### config.mk
export PLATFORM = sky130hd
export DESIGN_NAME = async_fifo_rd_ctrl
export DESIGN_NICKNAME = d
export VERILOG_FILES = /design/src/rtl/fifo_pkg.sv /design/src/rtl/ptr_sync.sv /design/src/rtl/async_fifo_rd_ctrl.sv
export SDC_FILE = /design/constraint.sdc
export NUM_CORES = 1
export LEC_CHECK = 0
export BUFFER_PORTS_ARGS = -buffer_cell sky130_fd_sc_hd__buf_2
export CAP_MARGIN = 20
export CELL_PAD_IN_SITES_DETAIL_PLACEMENT = 0
export CELL_PAD_IN_SITES_GLOBAL_PLACEMENT = 2
export CORE_MARGIN = 2
export CORE_UTILIZATION = 36
export DETAILED_ROUTE_END_ITERATION = 6
export PLACE_DENSITY = 0.85
export SETUP_SLACK_MARGIN = 0.02
export SLEW_MARGIN = 5
export SYNTH_ARGS = -nofsm -noshare
export SYNTH_HDL_FRONTEND = slang
export SYNTH_SLANG_ARGS = --single-unit
### constraint.sdc
create_clock -name clk -period 8.97 [get_ports clk]
set_clock_uncertainty 0.2 [all_clocks]
set_input_delay 0.4485 -clock clk [delete_from_list [all_inputs] [get_ports clk]]
set_output_delay 0.4485 -clock clk [all_outputs]
set_load 0.01 [all_outputs]
### src/rtl/fifo_pkg.sv
`default_nettype none
// ============================================================================
// Module : fifo_pkg
// Purpose: Shared helpers for the dual-clock FIFO read and write controllers:
//          Gray/binary pointer conversion, pointer-width helper and
//          legal-range checks for the controller parameters.
// Ports  : none (package)
// Rev    : 1.0  initial parametrised release
// ============================================================================
package fifo_pkg;

  // Conversion functions work on a fixed maximum width. Callers zero-extend
  // their pointer into it and truncate the result. Zero upper bits pass
  // through both conversions unchanged, so the narrow result is exact.
  localparam int c_ptr_max_w       = 16;
  localparam int c_addr_w_min      = 2;
  localparam int c_addr_w_max      = 12;
  localparam int c_sync_stages_min = 2;
  localparam int c_sync_stages_max = 4;

  // The extra MSB separates a full FIFO from an empty one.
  function automatic int ptr_w(input int addr_w);
    return addr_w + 1;
  endfunction

  function automatic bit addr_w_legal(input int addr_w);
    return (addr_w >= c_addr_w_min) && (addr_w <= c_addr_w_max);
  endfunction

  function automatic bit sync_stages_legal(input int stages);
    return (stages >= c_sync_stages_min) && (stages <= c_sync_stages_max);
  endfunction

  function automatic logic [c_ptr_max_w-1:0] bin2gray(input logic [c_ptr_max_w-1:0] bin);
    return bin ^ (bin >> 1);
  endfunction

  function automatic logic [c_ptr_max_w-1:0] gray2bin(input logic [c_ptr_max_w-1:0] gray);
    logic [c_ptr_max_w-1:0] bin;
    bin[c_ptr_max_w-1] = gray[c_ptr_max_w-1];
    for (int i = c_ptr_max_w - 2; i >= 0; i--) begin
      bin[i] = bin[i+1] ^ gray[i];
    end
    return bin;
  endfunction

endpackage
`default_nettype wire

### src/rtl/ptr_sync.sv
`default_nettype none
// ============================================================================
// Module : ptr_sync
// Purpose: Multi-flop synchroniser for a Gray-coded pointer that crosses
//          clock domains. It is a plain flop chain with no logic between
//          stages, so every stage has the whole period to settle.
// Ports  : clk      destination-domain clock
//          reset_n  asynchronous active-low reset, clears every stage
//          d        pointer from the source domain
//          q        synchronised pointer (STAGES edges of latency)
// Rev    : 1.0  initial release
// ============================================================================
module ptr_sync #(
  parameter int WIDTH  = 5,
  parameter int STAGES = 2
) (
  input  logic             clk,
  input  logic             reset_n,
  input  logic [WIDTH-1:0] d,
  output logic [WIDTH-1:0] q
);

  logic [WIDTH-1:0] r_sync [STAGES];

  always_ff @(posedge clk or negedge reset_n) begin
    if (!reset_n) begin
      for (int i = 0; i < STAGES; i++) begin
        r_sync[i] <= '0;
      end
    end else begin
      r_sync[0] <= d;
      for (int i = 1; i < STAGES; i++) begin
        r_sync[i] <= r_sync[i-1];
      end
    end
  end

  assign q = r_sync[STAGES-1];

endmodule
`default_nettype wire

### src/rtl/async_fifo_rd_ctrl.sv
`default_nettype none
// ============================================================================
// Module : async_fifo_rd_ctrl
// Purpose: Read-domain controller of the dual-clock FIFO. It owns the binary
//          and Gray read pointers, synchronises the write Gray pointer and
//          derives the registered empty, almost-empty, fill-level and sticky
//          underflow flags.
// Ports  : clk              read-domain clock
//          reset_n          asynchronous active-low reset
//          rd_en            read request from the consumer
//          wr_ptr_gray      write pointer, Gray, from the write domain
//          ae_thresh        almost-empty threshold (quasi-static)
//          underflow_clr    one-cycle pulse, clears rd_underflow
//          rd_addr          RAM read address (registered)
//          rd_ptr_gray      Gray read pointer to the write domain (registered)
//          rd_empty         FIFO empty (registered)
//          rd_almost_empty  rd_level <= ae_thresh (registered)
//          rd_level         words available as seen from the read side
//          rd_underflow     sticky: a read was attempted while empty
// Rev    : 1.0  parametrised successor of the basic read-pointer block
// ============================================================================
module async_fifo_rd_ctrl
  import fifo_pkg::*;
#(
  parameter int ADDR_W      = 4,
  parameter int SYNC_STAGES = 2,
  parameter int AE_RESET    = 1
) (
  input  logic              clk,
  input  logic              reset_n,
  input  logic              rd_en,
  input  logic [ADDR_W:0]   wr_ptr_gray,
  input  logic [ADDR_W:0]   ae_thresh,
  input  logic              underflow_clr,
  output logic [ADDR_W-1:0] rd_addr,
  output logic [ADDR_W:0]   rd_ptr_gray,
  output logic              rd_empty,
  output logic              rd_almost_empty,
  output logic [ADDR_W:0]   rd_level,
  output logic              rd_underflow
);

  localparam int c_ptr_w = ptr_w(ADDR_W);

  // Elaboration-time parameter checks; AE_RESET only documents the usual
  // threshold, so it is merely range-checked here.
  generate
    if (!addr_w_legal(ADDR_W)) begin : g_bad_addr_w
      $error("async_fifo_rd_ctrl: ADDR_W out of range 2..12");
    end
    if (!sync_stages_legal(SYNC_STAGES)) begin : g_bad_sync_stages
      $error("async_fifo_rd_ctrl: SYNC_STAGES out of range 2..4");
    end
    if ((AE_RESET < 0) || (AE_RESET > (1 << ADDR_W))) begin : g_bad_ae_reset
      $error("async_fifo_rd_ctrl: AE_RESET outside 0..depth");
    end
  endgenerate

  logic [c_ptr_w-1:0] r_rd_bin;
  logic [c_ptr_w-1:0] r_rd_gray;
  logic [c_ptr_w-1:0] r_rd_level;
  logic               r_rd_empty;
  logic               r_rd_almost_empty;
  logic               r_rd_underflow;

  logic               w_rd_accept;
  logic [c_ptr_w-1:0] w_rd_bin_next;
  logic [c_ptr_w-1:0] w_rd_gray_next;
  logic [c_ptr_w-1:0] w_wr_gray_s;
  logic [c_ptr_w-1:0] w_wr_bin_s;
  logic [c_ptr_w-1:0] w_level_next;

  ptr_sync #(
    .WIDTH  (c_ptr_w),
    .STAGES (SYNC_STAGES)
  ) u_wr_ptr_sync (
    .clk     (clk),
    .reset_n (reset_n),
    .d       (wr_ptr_gray),
    .q       (w_wr_gray_s)
  );

  // Reads are gated by the registered empty flag, so the pointer can never
  // advance past the last synchronised write.
  assign w_rd_accept    = rd_en & ~r_rd_empty;
  assign w_rd_bin_next  = r_rd_bin + {{(c_ptr_w-1){1'b0}}, w_rd_accept};
  assign w_rd_gray_next = c_ptr_w'(bin2gray(c_ptr_max_w'(w_rd_bin_next)));
  assign w_wr_bin_s     = c_ptr_w'(gray2bin(c_ptr_max_w'(w_wr_gray_s)));

  // Modulo 2**(ADDR_W+1) difference; a stale write pointer can only make
  // this smaller than the true fill, never larger.
  assign w_level_next   = w_wr_bin_s - w_rd_bin_next;

  always_ff @(posedge clk or negedge reset_n) begin
    if (!reset_n) begin
      r_rd_bin          <= '0;
      r_rd_gray         <= '0;
      r_rd_level        <= '0;
      r_rd_empty        <= 1'b1;
      r_rd_almost_empty <= 1'b1;
    end else begin
      r_rd_bin          <= w_rd_bin_next;
      r_rd_gray         <= w_rd_gray_next;
      r_rd_level        <= w_level_next;
      // Compare against the next pointer so empty rises on the same edge
      // as the read that takes the last word.
      r_rd_empty        <= (w_rd_gray_next == w_wr_gray_s);
      r_rd_almost_empty <= (w_level_next <= ae_thresh);
    end
  end

  // Set has priority over clear, so an underflow coinciding with a clear
  // pulse is not lost.
  always_ff @(posedge clk or negedge reset_n) begin
    if (!reset_n) begin
      r_rd_underflow <= 1'b0;
    end else if (rd_en && r_rd_empty) begin
      r_rd_underflow <= 1'b1;
    end else if (underflow_clr) begin
      r_rd_underflow <= 1'b0;
    end
  end

  assign rd_addr         = r_rd_bin[ADDR_W-1:0];
  assign rd_ptr_gray     = r_rd_gray;
  assign rd_empty        = r_rd_empty;
  assign rd_almost_empty = r_rd_almost_empty;
  assign rd_level        = r_rd_level;
  assign rd_underflow    = r_rd_underflow;

endmodule
`default_nettype wire

-- Yosys cells after proc, flatten, opt, wreduce, memory -nomap -nowiden
Index checks and enable logic that the tools add are counted.
- bits in registers: 28
- add/subtract/negate cells: 2
- $lt $le $gt $ge: 1
- equality and inequality tests: 1
- mux-type cells: 2
- bitwise logic cells: 7
- reduce and logical (&&, ||, !) cells: 2
- operators with widths (cell ; count):
    $add A5 B1 Y5 ; 1
    $eq A5 B5 Y1 ; 1
    $le A5 B5 Y1 ; 1
    $sub A5 B5 Y5 ; 1
    $xor A5 B4 Y5 ; 1
    $xor A1 B1 Y1 ; 4
    $mux W1 ; 2
    $reduce_bool A2 Y1 ; 1
    $and A1 B1 Y1 ; 1
    $logic_and A1 B1 Y1 ; 1
    $not A1 Y1 ; 1

-- Depth between registers and ports, before layout
- word-level depth: 6
- mapped depth: 14
- depth with buffers taken out: 14

-- By module
From an unflattened synthesis, not the netlist that was laid out.
- cells, all modules: 114
- area, all modules: 1356.3 um2
- by module, submodules not included (module ; times used ; cells an instance ; area an instance (um2) ; seq. area each (um2)):
    async_fifo_rd_ctrl ; 1 ; 99 ; 1068.5 ; 427.9
    ptr_sync ; 1 ; 15 ; 287.8 ; 250.2

-- Worst setup path after synthesis
No wires, ideal clock.
- path kind: reg-to-reg
- start: reg u_wr_ptr_sync.r_sync, in the netlist u_wr_ptr_sync.q[4]
- end: reg r_rd_almost_empty (netlist: rd_almost_empty)
- library setup time: 0.072 ns
- arrival time: 2.865 ns
- required time: 8.698 ns
- slack: 5.833 ns
- stages on the path, launching flop included: 14
- path buffers: 0
- period minus slack after synthesis: 3.137 ns
- cell sequence: dfrtp_1 > xor2_1 > xnor2_1 > xor2_1 > xor2_1 > ha_1 > fa_1 > inv_1 > ha_1 > nor2b_1 > o21a_1 > o21a_1 > o21a_1 > o21ai_1
- longest elaborated chain between the ends: 6
- RTL lines (element ; RTL line ; source):
    from (decl) ; ptr_sync.sv:23 ; logic [WIDTH-1:0] r_sync [STAGES];
    from (signal, indexed assignment) ; ptr_sync.sv:33 ; r_sync[i] <= r_sync[i-1];
    $xor A1 B1 Y1 * (3 in a row) ; fifo_pkg.sv:42 ; bin[i] = bin[i+1] ^ gray[i];
    $xor A1 B1 Y1 ; fifo_pkg.sv:42 ;
    $sub A5 B5 Y5 * ; async_fifo_rd_ctrl.sv:92 ; assign w_level_next = w_wr_bin_s - w_rd_bin_next;
    via w_level_next[1] ; async_fifo_rd_ctrl.sv:71 ; logic [c_ptr_w-1:0] w_level_next;
    $le A5 B5 Y1 * ; async_fifo_rd_ctrl.sv:108 ; r_rd_almost_empty <= (w_level_next <= ae_thresh);
    to (signal assigned) ; async_fifo_rd_ctrl.sv:108 ;
    to (decl) ; async_fifo_rd_ctrl.sv:63 ; logic r_rd_almost_empty;
Mark *: on every way through the listed nets, which the timed path passes. The rest lies on a longest branch.
A chain may end at the register's enable or synchronous reset.

-- Worst setup path after layout
Ends and elaborated chain as after synthesis.

==> impl_metrics.json <==
{
  "die_h_um": 64.70,
  "finalMaxSlewViolations": 0,
  "yosys_register_bits": 27,
  "cts_root_buf": "clkbuf_8",
  "synthArstFlopShare_pct": 100.0,
  "yosysMostFrequentCell": "dfrtp_1",
  "firstDrtPassIters": 4,
  "synthSimpleGateAreaFrac_pct": 8.019,
  "globalplace.congestion": 0.7286,
  "numClockSinks": 27,
  "worst_setup_path_start_kind": "register",
  "cp.required_ps": 8970,
  "hpwlAfterDp_um": 1620,
  "antenna_left": 0,
  "cts_buffer_depth": 2,
  "wl_per_cell_um": 10.72,
  "slew_headroom_pct": 60.89,
  "place_area_um2": 1506,
  "crit_type": "reg -> reg",
  "synth_top_family_by_area": "XOR/XNOR gates",
  "antenna_found_initial": 0,
  "synth_xor_area_share_pct": 16.42,
  "fp-row-count": 22,
  "grt_pass1_wl_um": 3546,
  "io_pins": 31,
  "clkLatencyLatePin_ps": 270,
  "globalRouteTotalUtil_pct": 11.05,
  "p_leak_nw": 0.7763,
  "timing.critical_path.cells": "xor2_1 > xnor2_1 > xor2_1 > xor2_1 > ha_1 > fa_1 > inv_1 > ha_1 > nor2b_1 > o21a_1 > o21a_1 > o21a_1 > o21ai_1",
  "first_global_vias": 838,
  "synth_fa_ha_area_share_pct": 11.89,
  "diodes": 0,
  "htreeDepth": 1,
  "synth_edf_count": 0,
  "synth_top_area_share_pct": 47.17,
  "ir_drop_mv": 0.1099,
  "final_area_um2": 1563,
  "maxCapViolations": 0,
  "avgSynthCellArea_um2": 12.06,
  "muxShareOfSynthArea_pct": 0,
  "ys.flop_type": "dfrtp_1",
  "max_freq_ghz": 0.2958,
  "cp.buffers_inverters": 1,
  "finalSetupTns_ps": 0,
  "drive_gt1_share_pct": 27.46,
  "synthCells": 110,
  "synth-compound-area-share_pct": 6.038,
  "end_kind": "register",
  "seq_area_frac_synth_pct": 51.13,
  "holdCritPathClass": "in -> reg",
  "tightest_slew_ps": 586.7,
  "arrival_ps": 3380,
  "initial_core_util_pct": 36.78,
  "fillers": 353,
  "clk_pin_slew_ps": 90,
  "critPathSlowestCell": "fa_1",
  "synth_top_cell_by_area": "dfrtp_1",
  "area_growth_pct": 17.83,
  "synth_area_um2": 1326,
  "post_cts_buffers": 0,
  "crit_fanout": 3,
  "hold_violations": 0,
  "syn-num-nets": 136,
  "portBuffers": 30,
  "synth.top_cells.by_area": "dfrtp_1 (47%), ha_1 (10%), xnor2_1 (8.6%)",
  "max_stage_delay_ps": 490,
  "status": "completed",
  "power.density_nw_per_um2": 405.6,
  "via_count": 825,
  "yosysUniqueCellTypes": 29,
  "drc": 0,
  "cts_buffers": 3,
  "period_share_pct": 37.69,
  "yosys_warnings": 0,
  "initialDrtViolationCount": 53,
  "wl_um": 2036,
  "grt_max_degree": 28,
  "fin_crit_ps": 3381,
  "utilization_pct": 43.34,
  "viasPerCell": 4.342,
  "gr-total-overflow": 0,
  "finalSetupViolCount": 0,
  "core-area_um2": 3606,
  "die_x_um": 64.70,
  "fin_nets": 169,
  "path_delay_family": "adder cells",
  "die_area_um2": 4185,
  "grt_setup_unrepaired": "no",
  "synth.top_cells.by_count": "dfrtp_1 (25), inv_1 (15), xnor2_1 (13), ha_1 (11), xor2_1 (10)",
  "cts_tree": "done"
}
[what timing repair did]
item	CTS	global route
resized for setup	0	0
setup endpoints to repair	0	0
hold buffers	1	0
endpoints found under the hold margin	25	0
[path summary, 6_finish.rpt]
kind                                              start                      end  slack [ps]  cells past startpoint
worst max-delay path                 u_wr_ptr_sync.q[4]          rd_almost_empty        5590                     13
worst min-delay path                     wr_ptr_gray[4]  u_wr_ptr_sync.r_sync[9]          80                      1
worst min register to register  u_wr_ptr_sync.r_sync[9]       u_wr_ptr_sync.q[4]         150                      0
worst max register to register       u_wr_ptr_sync.q[4]          rd_almost_empty        5590                     13
min in group asynchronous                       reset_n           rd_ptr_gray[1]         510                      2
max in group asynchronous                       reset_n  u_wr_ptr_sync.r_sync[6]        7680                      2
[final cells by class]
cell class                      instances  area, um^2  share of cell area [%]
Tap cell                               48       60.06                   3.843
Sequential cell                        27       678.2                   43.39
Clock inverter                          1       5.005                  0.3203
Timing Repair Buffer                   31       160.2                   10.25
Inverter                               15       56.30                   3.603
Multi-Input combinational cell         65       561.8                   35.95
Clock buffer                            3       41.29                   2.642
[cell families after synthesis]
| group | after synthesis |
|---|---|
| compound gates | 13 |
| xor+xnor | 24 |
| fa+ha+maj | 12 |
| buf+inv | 18 |
| flops | 27 |
| simple gates | 16 |
[where the power goes]
part	internal (mW)	switching [mW]	leakage (nW)
Combinational	0.175	0.190	0.436
Clock	0.0311	0.0368	0.0255
Sequential	0.170	0.0303	0.315
Total	0.377	0.257	0.776
[stage by stage]
step	setup slack [ps]	power [mW]	cells	hold slack [ps]
detailed placement	5597	0.5770	185	134.7
CTS	5554	0.6459	190	70.58
global route	5409	0.7020	190	63.44
floorplan	5833	0.4853	110	-47.09
global placement	5616	0.5685	185	131.4
finish	5589	0.6338	190	77.51
[state kept, by name, summed over array words and instances, names as in the netlist]
| register | flops |
|---|---|
| rd_empty | 1 |
| u_wr_ptr_sync.q | 5 |
| rd_ptr_gray | 4 |
| rd_almost_empty | 1 |
| u_wr_ptr_sync.r_sync | 5 |
| rd_underflow | 1 |
| rd_level | 5 |
| r_rd_bin | 5 |
[routing by layer]
metal | wire, um | vias up | GRT usage [%] | share of wire (%)
li1 | - | 417 | - | -
met1 | 952 | 386 | 13.18 | 47
met2 | 972 | 20 | 19.40 | 48
met3 | 92 | 2 | 2.083 | 4.5
met4 | 19 | 0 | 4.787 | 0.93
met5 | 0 | - | 0 | 0
[placed cells by master, fill, tap and decap left out, drive strengths merged]
master,n
fa,1
nor2,1
inv,15
ha,11
nor3b,1
a21o,2
nor2b,2
a21oi,4
clkinv,1
nand4,1
nand3b,1
buf,30
dfrtp,25
nand3,2
clkbuf,3
o21ai,3
nand2b,1
o21a,3
dlygate4sd3,1
xor2,11
nor4,1
xnor2,13
and4b,1
dfstp,2
a21boi,1
and4,1
nand2,2
and3,2
(Power assumes the default switching activity.)
